===== src/rtl/dvp_capture_ctrl.sv =====
// Frame-capture gate after the DVP receiver: forwards whole frames only, tags SOF/EOF, checks geometry.
// Optional build macro DVP_CAPTURE_SIZE_CHECK_EN adds line counting and frame_err.
module dvp_capture_ctrl #(
  parameter int unsigned FRAME_BYTES_PER_LINE = 1280,
  parameter int unsigned FRAME_LINES          = 480,
  parameter bit          HREF_ACTIVE_HIGH     = 1'b1,
  parameter int unsigned CNT_W                = 20
) (
  input  logic             pclk,
  input  logic             rst,
  input  logic [7:0]       s_tdata,
  input  logic             s_tvalid,
  input  logic             s_tlast,
  input  logic             href_in,
  input  logic             start,
  input  logic             continuous,
  input  logic             stop,
  output logic [7:0]       m_tdata,
  output logic             m_tvalid,
  output logic             m_tlast,
  output logic             m_tuser,
  output logic             busy,
  output logic             frame_done,
  output logic             frame_err,
  output logic [15:0]      frame_cnt,
  output logic [CNT_W-1:0] last_bytes,
  output logic [11:0]      last_lines
);

  typedef enum logic [1:0] {S_IDLE, S_ARMED, S_CAPTURE} state_e;

  state_e           state_q, state_d;
  logic             cont_q, cont_d;
  logic             stop_pend_q, stop_pend_d;
  logic             sof_q, sof_d;
  logic [CNT_W-1:0] byte_q, byte_d, bytes_tot;
  logic             fwd, eof, frame_start;
  logic             err_now;
  logic [11:0]      lines_tot;

  logic [7:0]       m_tdata_q;
  logic             m_tvalid_q, m_tlast_q, m_tuser_q, frame_done_q, frame_err_q;
  logic [15:0]      frame_cnt_q;
  logic [CNT_W-1:0] last_bytes_q;
  logic [11:0]      last_lines_q;

  always_comb begin
    state_d     = state_q;
    cont_d      = cont_q;
    stop_pend_d = stop_pend_q;
    sof_d       = sof_q;
    frame_start = 1'b0;
    fwd         = 1'b0;
    eof         = 1'b0;
    unique case (state_q)
      S_IDLE: begin
        if (start) begin
          state_d     = S_ARMED;
          cont_d      = continuous;
          stop_pend_d = 1'b0;
        end
      end
      S_ARMED: begin
        // the closing beat of the partial frame is swallowed; capture starts after it
        if (stop) state_d = S_IDLE;
        else if (s_tvalid && s_tlast) begin
          state_d     = S_CAPTURE;
          frame_start = 1'b1;
        end
      end
      S_CAPTURE: begin
        fwd = s_tvalid;
        if (stop) stop_pend_d = 1'b1;
        if (s_tvalid) sof_d = 1'b0;
        if (s_tvalid && s_tlast) begin
          eof = 1'b1;
          if (cont_q && !stop_pend_q && !stop) frame_start = 1'b1;
          else state_d = S_IDLE;
        end
      end
      default: state_d = S_IDLE;
    endcase
    if (frame_start) sof_d = 1'b1;
  end

  // saturating beat count; bytes_tot already includes the beat in flight
  assign bytes_tot = (&byte_q) ? byte_q : byte_q + 1'b1;

  always_comb begin
    byte_d = byte_q;
    if (frame_start) byte_d = '0;
    else if (fwd)    byte_d = bytes_tot;
  end

`ifdef DVP_CAPTURE_SIZE_CHECK_EN
  localparam int unsigned EXP_BYTES = FRAME_BYTES_PER_LINE * FRAME_LINES;

  logic             href_c, href_q, href_fall;
  logic [11:0]      line_q, line_d;
  logic [CNT_W-1:0] len_q, len_d;
  logic             line_bad_q, line_bad_d, line_bad_tot;

  assign href_c       = HREF_ACTIVE_HIGH ? href_in : ~href_in;
  assign href_fall    = href_q & ~href_c;
  // a line ending on the tlast beat is counted and checked before the verdict
  assign lines_tot    = line_q + {11'd0, href_fall};
  assign line_bad_tot = line_bad_q | (href_fall && (len_q != CNT_W'(FRAME_BYTES_PER_LINE)));
  assign err_now      = (bytes_tot != CNT_W'(EXP_BYTES)) | (lines_tot != 12'(FRAME_LINES)) | line_bad_tot;

  always_comb begin
    line_d     = line_q;
    len_d      = len_q;
    line_bad_d = line_bad_q;
    if (frame_start) begin
      line_d     = '0;
      len_d      = '0;
      line_bad_d = 1'b0;
    end else if (state_q == S_CAPTURE) begin
      if (href_fall) begin
        line_d     = lines_tot;
        len_d      = '0;
        line_bad_d = line_bad_tot;
      end else if (href_c) begin
        len_d = len_q + 1'b1;
      end
    end
  end

  always_ff @(posedge pclk) begin
    if (rst) begin
      href_q     <= 1'b0;
      line_q     <= '0;
      len_q      <= '0;
      line_bad_q <= 1'b0;
    end else begin
      href_q     <= href_c;
      line_q     <= line_d;
      len_q      <= len_d;
      line_bad_q <= line_bad_d;
    end
  end
`else
  logic unused_cfg;
  assign unused_cfg = href_in ^ HREF_ACTIVE_HIGH ^ (FRAME_LINES != FRAME_BYTES_PER_LINE);
  assign err_now    = 1'b0;
  assign lines_tot  = '0;
`endif

  always_ff @(posedge pclk) begin
    if (rst) begin
      state_q      <= S_IDLE;
      cont_q       <= 1'b0;
      stop_pend_q  <= 1'b0;
      sof_q        <= 1'b0;
      byte_q       <= '0;
      m_tdata_q    <= '0;
      m_tvalid_q   <= 1'b0;
      m_tlast_q    <= 1'b0;
      m_tuser_q    <= 1'b0;
      frame_done_q <= 1'b0;
      frame_err_q  <= 1'b0;
      frame_cnt_q  <= '0;
      last_bytes_q <= '0;
      last_lines_q <= '0;
    end else begin
      state_q      <= state_d;
      cont_q       <= cont_d;
      stop_pend_q  <= stop_pend_d;
      sof_q        <= sof_d;
      byte_q       <= byte_d;
      m_tvalid_q   <= fwd;
      m_tuser_q    <= fwd & sof_q;
      m_tlast_q    <= eof;
      frame_done_q <= eof;
      if (fwd) m_tdata_q <= s_tdata;
      if (eof) begin
        frame_cnt_q  <= frame_cnt_q + 16'd1;
        last_bytes_q <= bytes_tot;
        last_lines_q <= lines_tot;
        frame_err_q  <= err_now;
      end
    end
  end

  assign m_tdata    = m_tdata_q;
  assign m_tvalid   = m_tvalid_q;
  assign m_tlast    = m_tlast_q;
  assign m_tuser    = m_tuser_q;
  // held through the final m_tlast so busy falls one cycle after it
  assign busy       = (state_q != S_IDLE) | m_tlast_q;
  assign frame_done = frame_done_q;
  assign frame_err  = frame_err_q;
  assign frame_cnt  = frame_cnt_q;
  assign last_bytes = last_bytes_q;
  assign last_lines = last_lines_q;

endmodule


===== config.mk =====
export PLATFORM = sky130hd
export DESIGN_NAME = dvp_capture_ctrl
export DESIGN_NICKNAME = d
export VERILOG_FILES = /design/src/rtl/dvp_capture_ctrl.sv
export SDC_FILE = /design/constraint.sdc
export NUM_CORES = 1
export LEC_CHECK = 0
export BUFFER_PORTS_ARGS = -buffer_cell sky130_fd_sc_hd__buf_2
export CORE_MARGIN = 5
export CORE_UTILIZATION = 25
export DETAILED_ROUTE_END_ITERATION = 10
export HOLD_SLACK_MARGIN = 0.02
export PLACE_DENSITY = 0.48
export SLEW_MARGIN = 20
export SYNTH_ARGS = -nofsm -noshare
export SYNTH_HDL_FRONTEND = slang
export SYNTH_SLANG_ARGS = --single-unit

===== constraint.sdc =====
create_clock -name pclk -period 5.2 [get_ports pclk]
set_input_delay 1.04 -clock pclk [delete_from_list [all_inputs] [get_ports pclk]]
set_output_delay 1.04 -clock pclk [all_outputs]
set_load 0.1 [all_outputs]

==> metrics, run 1 <==
outcome=finished, final reports clean; initial antenna violation count=0; warnings from Yosys=0; PwrDens=a little over 300 mW/mm^2; area growth from synthesis to layout=18.56%; share of total power in combinational logic=~10%; fraction of layout cells with a size suffix above 1=between 20 and 25%; routed wire length=9249 um; H-tree levels=3; min cycle time layout=a little under 3 ns; register share of total power=~43%; total grt overflow=0; xor and xnor area share after synthesis=under 10%; Slew HR=a little under two fifths; P_int=approximately 940 uW; hold crit path type=reg -> reg; CTS Root Cell=clkbuf_16; mapped cell area=0.003533 mm^2; Reg-to-Reg End=last_bytes[2]; Yosys cell types=51; Fmax=~340 MHz; P_leak=between 1.5 and 2 nW; core footprint=between 0.01 and 0.015 mm^2; Slew Limit Fails=0; worst path required time=around 5.4 ns; Crit Path Max Fanout=22; top cells by area, synth=dfxtp_1, nand2_1, nor2_1, a21oi_1, xnor2_1; Boundary Pins=78; global-route wire length before repair=~15,000 um; Hold EP=m_tdata[6]; Synth area leader=dfxtp_1; Critical Path AT=between 3 and 4 ns; largest family of logic cells by synthesized area=simple AND/OR/NAND/NOR gates; adder-cell share of the synthesized area=~2.1%; Initial Util=about a quarter; Syn Area/Cell=8.275 um^2; crit path kind=in -> reg; register area share after synthesis=between 40% and 50%; sw frac=27.16%; Post-Synth Simple-Gate Area=approximately 26%; Vias=approximately 3,100; clock skew=roughly 0.0094 ns; max_cap viols=0; Clock Latency Late Sink=between 0.3 and 0.4 ns; Num Clock Sinks=between 70 and 80; Peak supply drop=0.0001619 V; largest net degree at the start of global routing=45; Overall Power=between 1 and 1.5 mW; Synth Area in Compound Gates=between 10% and 20%; vias in the first global route=slightly below 3,000; Reg-to-Reg Start=state_q[0]; WL/cell=between 10 and 15 um; ys async rst share=0%; net total in the final layout=between 400 and 500; via/cell ratio=4.758; RSZ-0062 raised after global routing=false; ys flop type=dfxtp_1; Die Y-Extent=128.9 um; drt initial violations=about 180; CTS tree=yes; clock transition at the registers of the reported paths=0.05 ns; Num CTS Buffers=9; Final setup violation count=0; CP endpoint kind=register; crit share post-route=between 50% and 60%; commonest non-fill, non-tap cell in the layout=dfxtp_1; Die Area=approximately 0.017 mm^2; Routed Antenna Nets=0; Post-synth EDFFs=0; ant diodes=0; Global Route Usage Sum=roughly 11%; Worst Hold Launch=m_tdata[6]; Yosys top cell area share=40.79%; Syn Inst Count=roughly 430; Fin Setup TNS=0 ns; 1st-pass router iterations=4; Hold WS=0.4510 ns; R2R setup slack=about 2.3 ns; final hold viol count=0; CTS Buffer Depth=2; Die Wd=128.9 um; DRC=0; Worst Hold Depth=2; most frequent cells in the layout=dfxtp_1, buf_2, nand2_1, nor2_1, a21oi_1; Detailed Place HPWL=approximately 6400 um; Reg2Reg Depth=7; post-CTS sizing=0; total setup buffers inserted after CTS=0; #FFs+latches synth=72; row count=43; post-synthesis mux area share=0.5666%; hold bufs inserted after CTS=0; GP Congestion=0.8293; Clock power frac=~47%; IO Port Bufs=63; Tightest Pin Transition=0.9375 ns; utilization after layout=about 30%; P_sw=~350 uW; Critical Path Start Type=input port
[critical path, cell delays in order]
cell,delay (ns)
buf_2,0.15
and2_1,0.72
nand2_1,0.58
or3_1,0.47
o211ai_1,0.10
a41oi_1,0.06
[flip-flops by register name (all words and copies together), names as in the netlist]
signal,count
sof_q,1
m_tvalid,1
last_bytes,20
frame_cnt,16
m_tdata,8
m_tuser,1
cont_q,1
frame_done,1
stop_pend_q,1
state_q,2
byte_q,20
[per-stage QoR]
step	instances	worst slack, ns	cell area [um^2]
after floorplan	439	2.349	3578
after global placement	641	1.901	3902
after detailed placement	641	1.857	3902
after CTS	656	2.219	4189
after global routing	656	1.969	4189
final	656	2.258	4189
[power groups by stage]
stage,clock (mW),combinational (mW),sequential [mW]
finish,0.606,0.129,0.561
global route,0.649,0.138,0.562
CTS,0.626,0.130,0.561
detailed placement,0,0.130,0.573
global placement,0,0.129,0.573
floorplan,0,0.0964,0.593
[how the worst max path moves through the flow]
stage,startpoint,to,slack (ns),cells after the start
final,s_tvalid,last_bytes[2],2.26,6
after global routing,state_q[0],last_bytes[2],1.97,7
after detailed placement,s_tvalid,last_bytes[2],1.86,6
after CTS,s_tvalid,last_bytes[2],2.22,6
after floorplan,frame_done,busy,2.35,1
after global placement,s_tvalid,last_bytes[2],1.90,6
[cell type report]
cell class	instances	area, um^2
timing repair buffer	65	330.3
clock inverter	6	61.31
inverter	6	22.52
sequential	72	1441
tap	180	225.2
multi-input combinational	318	1883
fill	1476	9692
clock buffer	9	225.2
[cells in the mapped netlist, types with 4 or more instances]
| cell | number |
|---|---|
| a211oi_1 | 6 |
| a21oi_1 | 30 |
| a31oi_1 | 9 |
| and2_1 | 4 |
| and3_1 | 7 |
| and4_1 | 4 |
| buf_2 | 5 |
| buf_4 | 15 |
| clkbuf_1 | 21 |
| dfxtp_1 | 72 |
| ha_1 | 6 |
| inv_1 | 6 |
| nand2_1 | 46 |
| nand3_1 | 15 |
| nand4_1 | 15 |
| nor2_1 | 46 |
| nor3_1 | 10 |
| nor4_1 | 6 |
| o211ai_1 | 5 |
| o21ai_0 | 19 |
| or2_2 | 4 |
| or3_1 | 7 |
| xnor2_1 | 17 |
| xor2_1 | 16 |
[per-layer routing]
layer / GRT usage [%] / up-vias / wire length [um]
li1: - / 1569 / -
met3: 2.823 / 15 / 645
met1: 15.08 / 1458 / 4213
met5: 0 / - / 0
met4: 5.559 / 0 / 201
met2: 17.29 / 79 / 4189
[kinds of logic (layout without fill, tap and decap cells)]
kind of cell	count (synthesis)	in the layout
flops	72	72
buf+inv	49	86
xor+xnor	33	33
fa+ha+maj	6	6
other cells	1	13
simple gates	179	179
mux	2	2
compound gates	85	85
No activity file was read; power rests on OpenSTA's default activity.
==> run 2: changes to the inputs <==
Settings changed: PLACE_DENSITY 0.48 to 0.49.
Clock period 5.2 ns to 2.5 ns, I/O delays scaled along.
==> run 2 against run 1 <==
  * Via count grew 0.96%
  * Worst setup slack worse by 1.8 ns
  * Design area is 3.1% higher
  * Global-route usage fell by 0.079 points
==> metrics, run 2 (synthesized netlist as in run 1, its figures left out) <==
outcome=finished, final reports clean; hold crit path type=in -> reg; Critical Path Start Type=register; CTS Root Cell=clkbuf_16; net total in the final layout=just over 500; initial antenna violation count=0; Vias=3,151; clock transition at the registers of the reported paths=0.06 ns; Clock Latency Late Sink=between 0.3 and 0.4 ns; fraction of layout cells with a size suffix above 1=a little under a quarter; utilization after layout=31.12%; Final setup violation count=0; Boundary Pins=slightly below 80; total setup buffers inserted after CTS=0; Num CTS Buffers=9; Global Route Usage Sum=11.31%; 1st-pass router iterations=4; busiest grt layer=met2; P_leak=approximately 1.7 nW; Fin Setup TNS=0 ns; GR Util met1=~15%; CP Cell Sequence=nand4_1 > or4_4 > nor2_4 > nor4_1 > a311o_1; Crit Path Max Fanout=9; pre-CTS setup slack=0.4510 ns; critical path's largest stage delay=between 0.6 and 0.7 ns; IO Port Bufs=63; Tightest Pin Transition=roughly 0.65 ns; commonest non-fill, non-tap cell in the layout=dfxtp_1; Routed Antenna Nets=0; total grt overflow=0; worst path required time=approximately 2.7 ns; area growth from synthesis to layout=22.27%; Fmax=482.7 MHz; Critical Path AT=between 2 and 2.5 ns; Slew Limit Fails=0; CP Launch Point=byte_q[13]; Worst Hold Launch=s_tdata[6]; Die Y-Extent=128.9 um; final setup margin=~0.43 ns; max_cap viols=0; Non-Filler Instances=between 600 and 700; CTS Buffer Depth=2; crit share post-route=just over 80%; via/cell ratio=approximately 4.7; largest net degree at the start of global routing=34; M2 GR Usage=17.96%; storage element area=0.001441 mm^2; final hold viol count=0; Slowest cell on crit path=or4_4; placed insts=~660; Die Wd=between 100 and 150 um; CTS tree=yes; vias in the first global route=3,027; CP bufs+invs=0; PwrDens=633.0 mW/mm^2; min cycle time layout=between 2 and 2.5 ns; routed wire length=9145 um; core footprint=roughly 0.014 mm^2; hold bufs inserted after CTS=0; crit path kind=reg -> reg; drt initial violations=around 210; clock skew=around 0.0096 ns; most frequent cells in the layout=dfxtp_1, buf_2, nand2_1, nor2_1, a21oi_1; Num Clock Sinks=72; RSZ-0062 raised after global routing=false; global-route wire length before repair=roughly 15,000 um; Peak supply drop=roughly 0.00030 V; CP endpoint kind=register; WL/cell=approximately 14 um; GP Congestion=a little over 0.8; ant diodes=0; DRC=0; Global Route met3 Usage=between 2 and 3%; post-CTS sizing=0; Reg-to-Reg Start=byte_q[13]; Die Area=0.01661 mm^2; Initial Util=between 20 and 30%; H-tree levels=3; Slew HR=56.03%; Detailed Place HPWL=between 6000 and 7000 um; footprint of the multi-input gates=0.001883 mm^2; fillers=about 1,500; row count=43; Worst path top cell family by delay=simple AND/OR/NAND/NOR gates
==> run 2: changes by cell type in the layout (fill, tap and decap cells not counted) <==
cell | previous run | this run
clkinv_4 | 1 | 0
clkbuf_8 | 0 | 2
clkinv_2 | 3 | 2
clkinvlp_4 | 1 | 0
buf_12 | 0 | 1
buf_4 | 2 | 15
clkbuf_1 | 0 | 2
==> run 2: per-stage QoR <==
step           cell area, um^2  power, mW  hold slack (ns)
6_report                  4320      2.735           0.4160
5_1_grt                   4320      2.832           0.4183
4_1_cts                   4320      2.765           0.4074
3_5_place_dp              4020      1.468           0.4446
3_3_place_gp              4020      1.465           0.4418
2_1_floorplan             3578      1.435           0.4315
==> run 2: per-layer routing <==
| layer | wire length (um) | vias to the layer above |
|---|---|---|
| met3 | 622 | 10 |
| met5 | 0 | - |
| met4 | 113 | 0 |
| met1 | 4250 | 1459 |
| li1 | - | 1590 |
| met2 | 4158 | 92 |
==> run 2: final timing paths <==
kind / end / slack, ns / depth (start not counted)
min reg2reg: m_tdata[3] / 0.45 / 2
max reg2reg: last_bytes[0] / 0.43 / 5
max: last_bytes[0] / 0.43 / 5
min: m_tdata[6] / 0.42 / 3
==> run 2: power by group <==
group,switching [mW],internal [mW],total [mW],leakage [nW]
clock network,0.469,0.824,1.29,0.150
registers,0.00764,1.16,1.17,0.580
logic,0.227,0.0463,0.273,0.945
total,0.704,2.03,2.73,1.67
==> run 2: cell type report <==
type	count	area share, %
multi-input cells	318	43.59
flip-flops and latches	72	33.36
well taps	180	5.213
clock buffers	13	6.024
clock inverters	3	0.9267
repair buffers	79	10.37
inverters	6	0.5213
==> run 2: tightest hold or removal path, delay by kind of cell <==
kind / cells / cell delay [ns]
compound gates: 1 / 0.05
buf+inv: 1 / 0.10
simple gates: 1 / 0.05
==> run 3: changes to the inputs <==
Clock period 2.5 ns to 1.9 ns, I/O delays scaled along.
==> run 3 against run 2 <==
  * Global-route usage increased by 0.67 points
  * Core utilization increased by 2.6 points
  * Via count increased by 5.0%
  * First-iteration DRC count increased by 0.47%
  * Clock skew decreased by 0.0047 ns
  * Non-clock buffer count increased by 41
  * Routed wire length increased by 8.6%
  * Clock power increased by 35%
  * Die area unchanged
  * Design area increased by 8.5%
  * Sequential cell count unchanged
  * Total power increased by 34%
==> metrics, run 3 (synthesized netlist as in run 1, its figures left out) <==
final setup margin=~0.084 ns; ant diodes=0; Fmax=between 500 and 600 MHz; GP Congestion=roughly 0.87; Die Area=about 0.017 mm^2; RSZ-0062 raised after global routing=true; Clock Latency Late Sink=about 0.33 ns; Num CTS Buffers=9; crit path kind=reg -> reg; WL/cell=around 14 um; crit share post-route=95.56%; Crit Path Max Fanout=8; CTS tree=yes; Non-Filler Instances=approximately 710; largest net degree at the start of global routing=42; Tightest Pin Transition=a little over 0.5 ns; Initial Util=25.46%; Global Route Usage Sum=approximately an eighth; Slew Limit Fails=0; CP endpoint kind=register; footprint of the multi-input gates=0.001914 mm^2; net total in the final layout=around 550; Reg2Reg Depth=7; min cycle time layout=roughly 1.8 ns; vias in the first global route=3,212; post-route cell area=between 0.004 and 0.005 mm^2; initial antenna violation count=0; placed insts=694; Slew HR=roughly 66%; outcome=finished, final reports clean; 1st-pass router iterations=4; via/cell ratio=4.654; Detailed Place HPWL=between 7000 and 8000 um; utilization after layout=approximately 34%; Routed Antenna Nets=0; Critical Path AT=between 2 and 2.5 ns; Peak supply drop=approximately 0.00033 V; IO Port Bufs=63; CTS Root Cell=clkbuf_16; DRC=0; global-route wire length before repair=roughly 16,000 um; PwrDens=approximately 800 mW/mm^2; clock skew=between 0.004 and 0.005 ns; P_leak=~1.9 nW; most frequent cells in the layout=buf_2, dfxtp_1, buf_4; commonest non-fill, non-tap cell in the layout=buf_2; final hold viol count=0; row count=43; Vias=about 3,300; storage element area=between 0.001 and 0.0015 mm^2; drt initial violations=212; total grt overflow=0; Placed Area=0.004328 mm^2; worst path required time=roughly 2.2 ns; Overall Power=between 3 and 4 mW; pre-CTS setup slack=0.001418 ns; Final setup violation count=0; routed wire length=slightly below 10,000 um; hold bufs inserted after CTS=0; hold crit path type=in -> reg; Fin Setup TNS=0 ns; Die Wd=between 100 and 150 um; CTS Buffer Depth=2; Critical Path Start Type=register; clock transition at the registers of the reported paths=0.06 ns; fillers=1,452; Die Y-Extent=between 100 and 150 um; H-tree levels=3; core footprint=roughly 0.014 mm^2; Boundary Pins=78; max_cap viols=0; Num Clock Sinks=72; Worst Hold Depth=3; fraction of layout cells with a size suffix above 1=roughly 32%; area growth from synthesis to layout=32.65%; Hold WS=slightly below 0.3 ns
## run 3: path summary, 6_finish.rpt
path	slack, ns	startpoint	endpoint
worst max register to register	0.08	state_q[0]	byte_q[3]
worst min register to register	0.45	m_tdata[3]	m_tdata[3]
worst min-delay path	0.29	s_tdata[4]	m_tdata[4]
worst max-delay path	0.08	state_q[0]	byte_q[3]
## run 3: worst max-delay path, cell delays in order (launching register included)
cell and delay (ns):
dfxtp_1 0.32, inv_1 0.07, ha_1 0.31, and2_1 0.16, a32o_2 0.27, or2_4 0.31
buf_4 0.19, a21oi_1 0.12
## run 3: timing repair
item / 4_1_cts / 5_1_grt
resized for setup: 1 / 11
setup buffers: 0 / 2
pin swaps: 0 / 3
setup endpoints to repair: 1 / 35
cloned: 0 / 0
endpoints found under the hold margin: 0 / 0
## run 3: layer usage
| metal | vias up | track usage (%) | wire [um] |
|---|---|---|---|
| met4 | 0 | 4.138 | 142 |
| li1 | 1677 | - | - |
| met2 | 64 | 21.04 | 4886 |
| met3 | 12 | 2.159 | 433 |
| met1 | 1556 | 14.69 | 4465 |
| met5 | - | 0 | 0 |
## run 3: final cells by class
type | instances | share of cell area [%]
Clock inverter | 3 | 0.8542
Multi-Input combinational cell | 318 | 40.84
Timing Repair Buffer | 120 | 16.26
Sequential cell | 72 | 31.07
Inverter | 6 | 0.4805
Tap cell | 180 | 4.805
Clock buffer | 12 | 5.686
## run 3: report_power, final
group | total, mW | internal, mW | leakage, nW | switching [mW]
Combinational | 0.399 | 0.0881 | 1.19 | 0.311
Sequential | 1.53 | 1.53 | 0.587 | 0.00788
Clock | 1.74 | 1.11 | 0.154 | 0.625
Total | 3.67 | 2.73 | 1.93 | 0.944
